===== src/rtl/logic_issue_ctrl.sv =====
// Issue controller that feeds one uop to the logical unit and queues results.
// Define LOGIC_ISSUE_ILLEGAL_CHK_EN to retire illegal codes directly to writeback.

`ifndef DATA_WIDTH
`define DATA_WIDTH 32
`endif
`ifndef CTRL_AND
`define CTRL_AND  3'b000
`define CTRL_OR   3'b001
`define CTRL_XOR  3'b010
`define CTRL_ANDI 3'b100
`define CTRL_ORI  3'b101
`define CTRL_XORI 3'b110
`endif

module logic_issue_ctrl #(
    parameter int TAG_W = 5
) (
    input  logic                   clk,
    input  logic                   reset,
    input  logic                   in_valid,
    output logic                   in_ready,
    input  logic [2:0]             in_logic_type,
    input  logic [`DATA_WIDTH-1:0] in_src1,
    input  logic [`DATA_WIDTH-1:0] in_src2,
    input  logic [20:0]            in_imm,
    input  logic [TAG_W-1:0]       in_rd,
    output logic                   lu_uop_valid,
    output logic [2:0]             lu_logic_type,
    output logic [`DATA_WIDTH-1:0] lu_src1,
    output logic [`DATA_WIDTH-1:0] lu_src2,
    output logic [20:0]            lu_immediate,
    input  logic [`DATA_WIDTH-1:0] lu_result,
    output logic                   wb_valid,
    input  logic                   wb_ready,
    output logic [TAG_W-1:0]       wb_rd,
    output logic [`DATA_WIDTH-1:0] wb_value,
    output logic                   wb_illegal
);

    localparam int DW = `DATA_WIDTH;

    typedef enum logic [1:0] {
        IDLE    = 2'd0,
        EXEC    = 2'd1,
        CAPTURE = 2'd2
    } state_t;

    typedef struct packed {
        logic [2:0]       typ;
        logic [DW-1:0]    src1;
        logic [DW-1:0]    src2;
        logic [20:0]      imm;
        logic [TAG_W-1:0] rd;
    } hold_t;

    state_t           state_q, state_d;
    hold_t            hold_q, hold_d;
    logic [1:0]       count_q, count_d;
    logic             wr_ptr_q, rd_ptr_q;
    logic [TAG_W-1:0] fifo_rd_q  [2];
    logic [DW-1:0]    fifo_val_q [2];

    logic             push, pop, go_exec, ill_push, wr_en;
    logic [TAG_W-1:0] wr_rd;
    logic [DW-1:0]    wr_val;

    assign push = !reset && (state_q == CAPTURE)
               && ((count_q != 2'd2) || wb_ready);
    assign pop  = !reset && (count_q != 2'd0) && wb_ready;

`ifdef LOGIC_ISSUE_ILLEGAL_CHK_EN
    logic legal;
    logic fifo_ill_q [2];

    assign legal = (in_logic_type == `CTRL_AND)
                || (in_logic_type == `CTRL_OR)
                || (in_logic_type == `CTRL_XOR)
                || (in_logic_type == `CTRL_ANDI)
                || (in_logic_type == `CTRL_ORI)
                || (in_logic_type == `CTRL_XORI);
    // Illegal uops retire on the accept edge, so they need a free slot now.
    assign in_ready = !reset
        && (((state_q == IDLE) && (legal || (count_q != 2'd2)))
            || (push && legal));
    assign go_exec  = in_valid && in_ready && legal;
    assign ill_push = in_valid && in_ready && !legal;
`else
    assign in_ready = !reset && ((state_q == IDLE) || push);
    assign go_exec  = in_valid && in_ready;
    assign ill_push = 1'b0;
`endif

    assign wr_en  = push || ill_push;
    assign wr_rd  = push ? hold_q.rd : in_rd;
    assign wr_val = push ? lu_result : '0;

    always_comb begin
        state_d = state_q;
        hold_d  = hold_q;
        count_d = count_q;
        unique case (state_q)
            IDLE:    if (go_exec) state_d = EXEC;
            EXEC:    state_d = CAPTURE;
            CAPTURE: if (push) state_d = go_exec ? EXEC : IDLE;
            default: state_d = IDLE;
        endcase
        if (go_exec) begin
            hold_d.typ  = in_logic_type;
            hold_d.src1 = in_src1;
            hold_d.src2 = in_src2;
            hold_d.imm  = in_imm;
            hold_d.rd   = in_rd;
        end else if (push) begin
            hold_d = '0;
        end
        unique case ({wr_en, pop})
            2'b10:   count_d = count_q + 2'd1;
            2'b01:   count_d = count_q - 2'd1;
            default: count_d = count_q;
        endcase
    end

    always_ff @(posedge clk) begin
        if (reset) begin
            state_q  <= IDLE;
            hold_q   <= '0;
            count_q  <= '0;
            wr_ptr_q <= 1'b0;
            rd_ptr_q <= 1'b0;
        end else begin
            state_q <= state_d;
            hold_q  <= hold_d;
            count_q <= count_d;
            if (wr_en) begin
                fifo_rd_q[wr_ptr_q]  <= wr_rd;
                fifo_val_q[wr_ptr_q] <= wr_val;
`ifdef LOGIC_ISSUE_ILLEGAL_CHK_EN
                fifo_ill_q[wr_ptr_q] <= ill_push;
`endif
                wr_ptr_q <= ~wr_ptr_q;
            end
            if (pop) rd_ptr_q <= ~rd_ptr_q;
        end
    end

    // hold_q is cleared whenever the FSM returns to IDLE.
    assign lu_uop_valid  = !reset && (state_q == CAPTURE);
    assign lu_logic_type = reset ? '0 : hold_q.typ;
    assign lu_src1       = reset ? '0 : hold_q.src1;
    assign lu_src2       = reset ? '0 : hold_q.src2;
    assign lu_immediate  = reset ? '0 : hold_q.imm;

    assign wb_valid = !reset && (count_q != 2'd0);
    assign wb_rd    = wb_valid ? fifo_rd_q[rd_ptr_q] : '0;
    assign wb_value = wb_valid ? fifo_val_q[rd_ptr_q] : '0;
`ifdef LOGIC_ISSUE_ILLEGAL_CHK_EN
    assign wb_illegal = wb_valid ? fifo_ill_q[rd_ptr_q] : 1'b0;
`else
    assign wb_illegal = 1'b0;
`endif

endmodule


===== config.mk =====
export PLATFORM = sky130hd
export DESIGN_NAME = logic_issue_ctrl
export DESIGN_NICKNAME = d
export VERILOG_FILES = /design/src/rtl/logic_issue_ctrl.sv
export SDC_FILE = /design/constraint.sdc
export NUM_CORES = 1
export LEC_CHECK = 0
export BUFFER_PORTS_ARGS = -buffer_cell sky130_fd_sc_hd__buf_2
export CAP_MARGIN = 40
export CORE_ASPECT_RATIO = 1.25
export CORE_MARGIN = 2
export CORE_UTILIZATION = 45
export CTS_CLUSTER_SIZE = 8
export DETAILED_ROUTE_END_ITERATION = 10
export GPL_TIMING_DRIVEN = 1
export PLACE_DENSITY = 0.78
export SYNTH_ARGS = -nofsm -noshare
export SYNTH_HDL_FRONTEND = slang
export SYNTH_SLANG_ARGS = --single-unit

===== constraint.sdc =====
create_clock -name clk -period 3.8 [get_ports clk]
set_clock_uncertainty 0.1 [all_clocks]
set_input_delay 0.76 -clock clk [delete_from_list [all_inputs] [get_ports clk]]
set_output_delay 0.76 -clock clk [all_outputs]
set_load 0.05 [all_outputs]

==> impl_metrics.csv, run 1 <==
group,metric,value,unit
placement,port_buffers,256,
timing,setup_tns,0,ns
worst_setup_path,path_cells,"buf_2 -> o21bai_2 -> buf_12 -> nor2_1 -> buf_2",
global_routing,antenna_found_initial,0,
clock_tree,clkLatencyLatePin,0.41,ns
power_and_ir_drop,leakagePower,4.65,nW
die,die_height,145,um
worst_setup_path,end_kind,"output port",
die,die-width,117,um
yosys,syn_area,0.00720,mm^2
die,die_area,0.0170,mm^2
yosys,syn_inst,634,
worst_setup_path,crit_path_start_kind,"input port",
placement,pre_cts_ws,0.876,ns
timing,worst_pin_slew,0.890,ns
route,route.detailed.drc,0,
yosys,yosysTopAreaCellShare,30.9,%
worst_setup_path,cp_num_buf_inv,3,
power_and_ir_drop,peakVddDrop,0.311,mV
timing,drv_slew,0,
yosys,yosysMostFrequentCell,"dfxtp_1",
worst_setup_path,arrival,2.02,ns
worst_setup_path,cp.required,2.94,ns
final_layout,multiInputGateArea,0.00241,mm^2
worst_setup_path,crit_path_top_delay_cell,"buf_2",
timing,worst_slack,0.922,ns
route,drt_pass1_iterations,5,
global_routing,grt_overflow,0,
timing,finalHoldViolCount,0,
clock_tree,clk_pin_slew,0.06,ns
yosys,synth_cell_types,34,
die,core,0.0156,mm^2
worst_setup_path,cpPeakStageDelay,0.42,ns
clock_tree,cts_root_buffer,"clkbuf_16",
clock_tree,htreeDepth,4,
yosys,ys_seq_area_share,58.7,%
timing,max_clock_freq,347,MHz
hold_path,hold_start,"hold_q[23]",
final_layout,fillerInstances,1305,
route,vias_per_cell,4.89,
final_layout,final-seq-area,0.00423,mm^2
die,start_util,46.0,%
timing,rsz0062_at_grt,"no",
clock_tree,cts_tree,"built",
yosys,syn_area_per_cell,11.3,um^2
final_layout,antenna-diode-count,0,
yosys,syn_nets,764,
clock_tree,clk_path_buf_depth,2,
worst_setup_path,worst_path_most_repeated_cell,"buf_2",
global_routing,grtUsageTotal,18.9,%
placement,dp_hpwl,11300,um
clock_tree,ctsHoldBuffers,0,
final_layout,final_area,0.00933,mm^2
timing,setup_viol,0,
global_routing,grt_max_degree,78,
worst_setup_path,cp_top_family,"buffers and inverters",
global_routing,grt_pass1_vias,5305,
timing,finalCriticalPeriod,2.88,ns
die,rows,51,
yosys,yosys-top-cells-count,"dfxtp_1, inv_1, nand2b_1",
yosys,synth_warnings,0,
route,routed-wl-met2,8140,um
yosys,synth_largest_area_cell,"edfxtp_1",
global_routing,grt_pass1_wl,25200,um
final_layout,drive_gt1_share,35.6,%
yosys,async_reset_ff_share,0,%
route,wl_per_cell,14.6,um
worst_setup_path,r2r_start,"count_q[0]",
final_layout,nNetsFinal,1010,
route,wl_met1,6520,um
hold_path,min_path_type,"reg2reg",
route,ant_nets,0,
timing,post-route-period-util,75.7,%
clock_tree,cts_made_buffers,17,
clock_tree,ctsResizeCount,0,
yosys,ys_ff_latch,174,
yosys,synth_area_leaders,"edfxtp_1, dfxtp_1, o2bb2ai_1",
route,vias,5408,
die,io_pins,258,
route,drtIter0Drc,281,
outcome,status,"finished clean",
worst_setup_path,critPathMaxFanout,36,
route,highest_layer,"met4",
clock_tree,cts.sinks,174,
placement,place_area,0.00872,mm^2
timing,slew_headroom,40.6,%
yosys,synth-main-ff-cell,"dfxtp_1",
route,wl_met3,1240,um
worst_setup_path,path_class,"in2out",
clock_tree,post-cts-setup-buffer-count,0,
route,drt-total-wl,16100,um
yosys,synth-edff-count,74,
worst_setup_path,cp-startpoint,"reset",
job,drv_cap,0,
placement,place_congestion,0.790,
final_layout,area_growth_syn_to_layout,29.6,%
power_and_ir_drop,powerDensity,469,mW/mm^2
==> area by class of cell <==
cell class	count	area share [%]
flip-flops and latches	174	45.3
inverters	90	3.62
multi-input cells	323	25.8
clock inverters	14	1.94
repair buffers	274	15.9
clock buffers	18	4.60
well taps	212	2.84
==> path summary, 6_finish.rpt <==
kind | endpoint | cells past startpoint | slack (ns)
setup / recovery | wb_value[24] | 5 | 0.92
hold / removal | hold_q[23] | 2 | 0.37
setup reg to reg | count_q[1] | 5 | 1.31
hold reg to reg | hold_q[23] | 2 | 0.37
==> worst reg2reg max path, cell delays in order (launching register included) <==
cell	delay (ns)
dfxtp_1	0.38
or3b_2	0.79
nand2_2	0.34
ha_1	0.31
or3_1	0.36
a21oi_1	0.13
==> cells in the final DEF (no fill, tap or decap), types with 5 or more instances in the layout <==
master and n:
buf_2 256, dfxtp_1 99, inv_1 90, nand2b_1 89
o2bb2ai_1 88, edfxtp_1 74, nor2_1 41, mux2i_1 38
and3_1 32, clkbuf_16 17, buf_4 12, mux2_2 5
a22o_1 5, buf_12 5
==> logic make-up after synthesis <==
family / synth area share (%)
adders and majority gates: 0.174
xor gates and xnor gates: 0.243
AOI/OAI and AO/OA: 12.2
muxes: 6.07
other: 0.0521
DFF: 58.7
buffers and inverters: 8.10
and+or+nand+nor: 14.4
==> layer usage <==
layer	GRT usage, %	vias to the layer above
met5	0	-
met4	5.88	0
met3	6.08	17
met2	32.4	212
met1	22.2	2515
li1	-	2664
==> registers in the layout, indices dropped and copies added (netlist names), named ones only <==
register / flops
wr_ptr_q: 1
hold_q: 93
count_q: 2
rd_ptr_q: 1
state_q: 2
fifo_val_q: 64
fifo_rd_q: 10
==> report_power, final <==
part | internal (mW) | switching, mW | total (mW)
combinational | 0.184 | 0.348 | 0.532
sequential | 2.02 | 0.0285 | 2.05
clock | 1.05 | 0.739 | 1.79
total | 3.26 | 1.12 | 4.38
==> through the flow <==
step | hold WS, ns | util [%] | std cells | power (mW)
CTS | 0.378 | 59.7 | 1105 | 4.41
detailed placement | 0.359 | 55.8 | 1073 | 2.63
floorplan | 0.338 | - | 634 | 2.45
global placement | 0.355 | 55.7 | 1072 | 2.62
finish | 0.371 | 59.7 | 1105 | 4.38
global route | 0.393 | 59.7 | 1105 | 4.55
(Power assumes the default switching activity.)
==> inputs of run 2 (changes only) <==
CORE_UTILIZATION = 50   (was 45)
PLACE_DENSITY = 0.82   (was 0.78)
clock period = 2.7 ns   (was 3.8 ns; I/O delays follow)
==> impl_metrics.csv, run 2 (synthesized netlist as in run 1, its figures left out) <==
group,metric,value,unit
outcome,status,"finished clean",
worst_setup_path,crit_path_start_kind,"flip-flop",
timing,max_clock_freq,390,MHz
worst_setup_path,timing.rr.end,"count_q[1]",
clock_tree,post-cts-setup-buffer-count,0,
final_layout,regMostFlops,"hold_q",
clock_tree,clkLatencyLatePin,0.42,ns
placement,place_congestion,0.760,
final_layout,final_area,0.00926,mm^2
worst_setup_path,arrival,1.93,ns
timing,slew_headroom,38.7,%
global_routing,grt_pass1_wl,25100,um
timing,drv_slew,0,
final_layout,area_growth_syn_to_layout,28.7,%
global_routing,grt_use_met1,24.0,%
clock_tree,cts.sinks,174,
worst_setup_path,path_class,"reg2out",
global_routing,use_met3,5.13,%
worst_setup_path,cpPeakStageDelay,0.75,ns
die,die-width,111,um
timing,setup_tns,0,ns
worst_setup_path,worst-r2r-cell-count,5,
die,core,0.0142,mm^2
global_routing,grt_overflow,0,
worst_setup_path,end_kind,"output port",
placement,dpl.cell_count,1035,
route,wl_per_cell,14.6,um
final_layout,drive_gt1_share,35.4,%
route,drt_pass1_iterations,4,
die,die_height,138,um
timing,finalCriticalPeriod,2.57,ns
route,ant_nets,0,
final_layout,largest_register_ff_count,93,
final_layout,final_common_cell,"buf_2",
final_layout,largest_registers,"hold_q: 93 flops, fifo_val_q: 64 flops, fifo_rd_q: 10 flops",
route,route.detailed.drc,0,
global_routing,grt_pass1_vias,5188,
hold_path,hold_start,"in_src1[28]",
final_layout,finalNonFillerCells,1068,
placement,port_buffers,256,
route,vias_per_cell,5.06,
clock_tree,clk_path_buf_depth,2,
job,drv_cap,0,
clock_tree,cts_made_buffers,17,
route,vias,5406,
placement,dp_hpwl,10800,um
final_layout,nNetsFinal,1006,
worst_setup_path,crit_path_top_delay_cell,"o21bai_4",
worst_setup_path,critPathMaxFanout,41,
timing,setup_viol,0,
route,drtIter0Drc,236,
clock_tree,cts_root_buffer,"clkbuf_16",
hold_path,hold_end,"hold_q[86]",
timing,whs,0.212,ns
placement,place_area,0.00867,mm^2
worst_setup_path,cp.required,2.06,ns
die,io_pins,258,
clock_tree,cts_tree,"built",
final_layout,layout_common_cells,"buf_2, dfxtp_1, inv_1",
timing,post-route-period-util,95.1,%
power_and_ir_drop,peakVddDrop,0.392,mV
die,start_util,50.6,%
timing,rsz0062_at_grt,"yes",
die,die_area,0.0154,mm^2
global_routing,grt_max_degree,89,
timing,finalHoldViolCount,0,
route,drt-total-wl,15600,um
power_and_ir_drop,powerDensity,655,mW/mm^2
final_layout,fillerInstances,1155,
timing,worst_pin_slew,0.918,ns
global_routing,grt-busiest-layer,"met2",
hold_path,hold_depth,2,
clock_tree,clk_pin_slew,0.07,ns
power_and_ir_drop,leakagePower,4.62,nW
worst_setup_path,r2r_start,"count_q[1]",
global_routing,grt_util_met2,34.8,%
global_routing,antenna_found_initial,1,
die,rows,49,
global_routing,grtUsageTotal,20.2,%
clock_tree,htreeDepth,4,
hold_path,min_path_type,"in2reg",
worst_setup_path,path_cells,"o21bai_4 -> nor2_1 -> buf_2",
worst_setup_path,reg2reg_slack,0.47,ns
-- run 2: routing by layer --
layer	wire [um]	vias up
met1	6140	2496
met5	0	-
li1	-	2665
met4	312	0
met2	7910	224
met3	1270	21
-- run 2: critical path: cells and delay by family, from the launching register on --
family,cells,cell delay [ns]
simple gates,1,0.13
buf+inv,1,0.25
flops,1,0.36
compound gates,1,0.75
-- run 2: final cells by class --
| type | instances | area, um^2 | area share, % |
|---|---|---|---|
| antenna | 1 | 2.50 | 0.0270 |
| timing repair buffer | 270 | 1470 | 15.9 |
| multi-input combinational | 323 | 2420 | 26.1 |
| clock inverter | 14 | 155 | 1.68 |
| inverter | 90 | 338 | 3.65 |
| tap | 178 | 223 | 2.40 |
| clock buffer | 18 | 429 | 4.63 |
| sequential | 174 | 4230 | 45.6 |
-- run 2: repair_timing --
action,CTS,global route
setup endpoints to repair,0,15
hold buffers,0,0
resized for setup,0,0
-- run 2: per-stage QoR --
stage / util [%] / total power, mW / setup WS [ns]
2_1_floorplan: - / 3.45 / 0.0931
3_3_place_gp: 60.8 / 3.67 / 0.448
3_5_place_dp: 61.0 / 3.68 / 0.400
4_1_cts: 65.1 / 6.12 / 0.124
5_1_grt: 65.1 / 6.29 / -0.0585
6_report: 65.1 / 6.06 / 0.133
-- run 2: how the worst max path moves through the flow --
stage,startpoint,endpoint,slack (ns),cells past startpoint
floorplan,reset,wb_value[23],0.09,5
global placement,reset,count_q[1],0.45,6
detailed placement,reset,count_q[1],0.40,6
finish,count_q[1],wb_value[28],0.13,3
global route,count_q[0],wb_value[28],-0.06,3
CTS,count_q[1],wb_value[28],0.12,3
-- run 2: report_power, final --
group          switching, mW  total [mW]  internal (mW)
registers             0.0395        2.89           2.85
clock network           1.06        2.44           1.38
logic                  0.480       0.731          0.250
total                   1.58        6.06           4.48
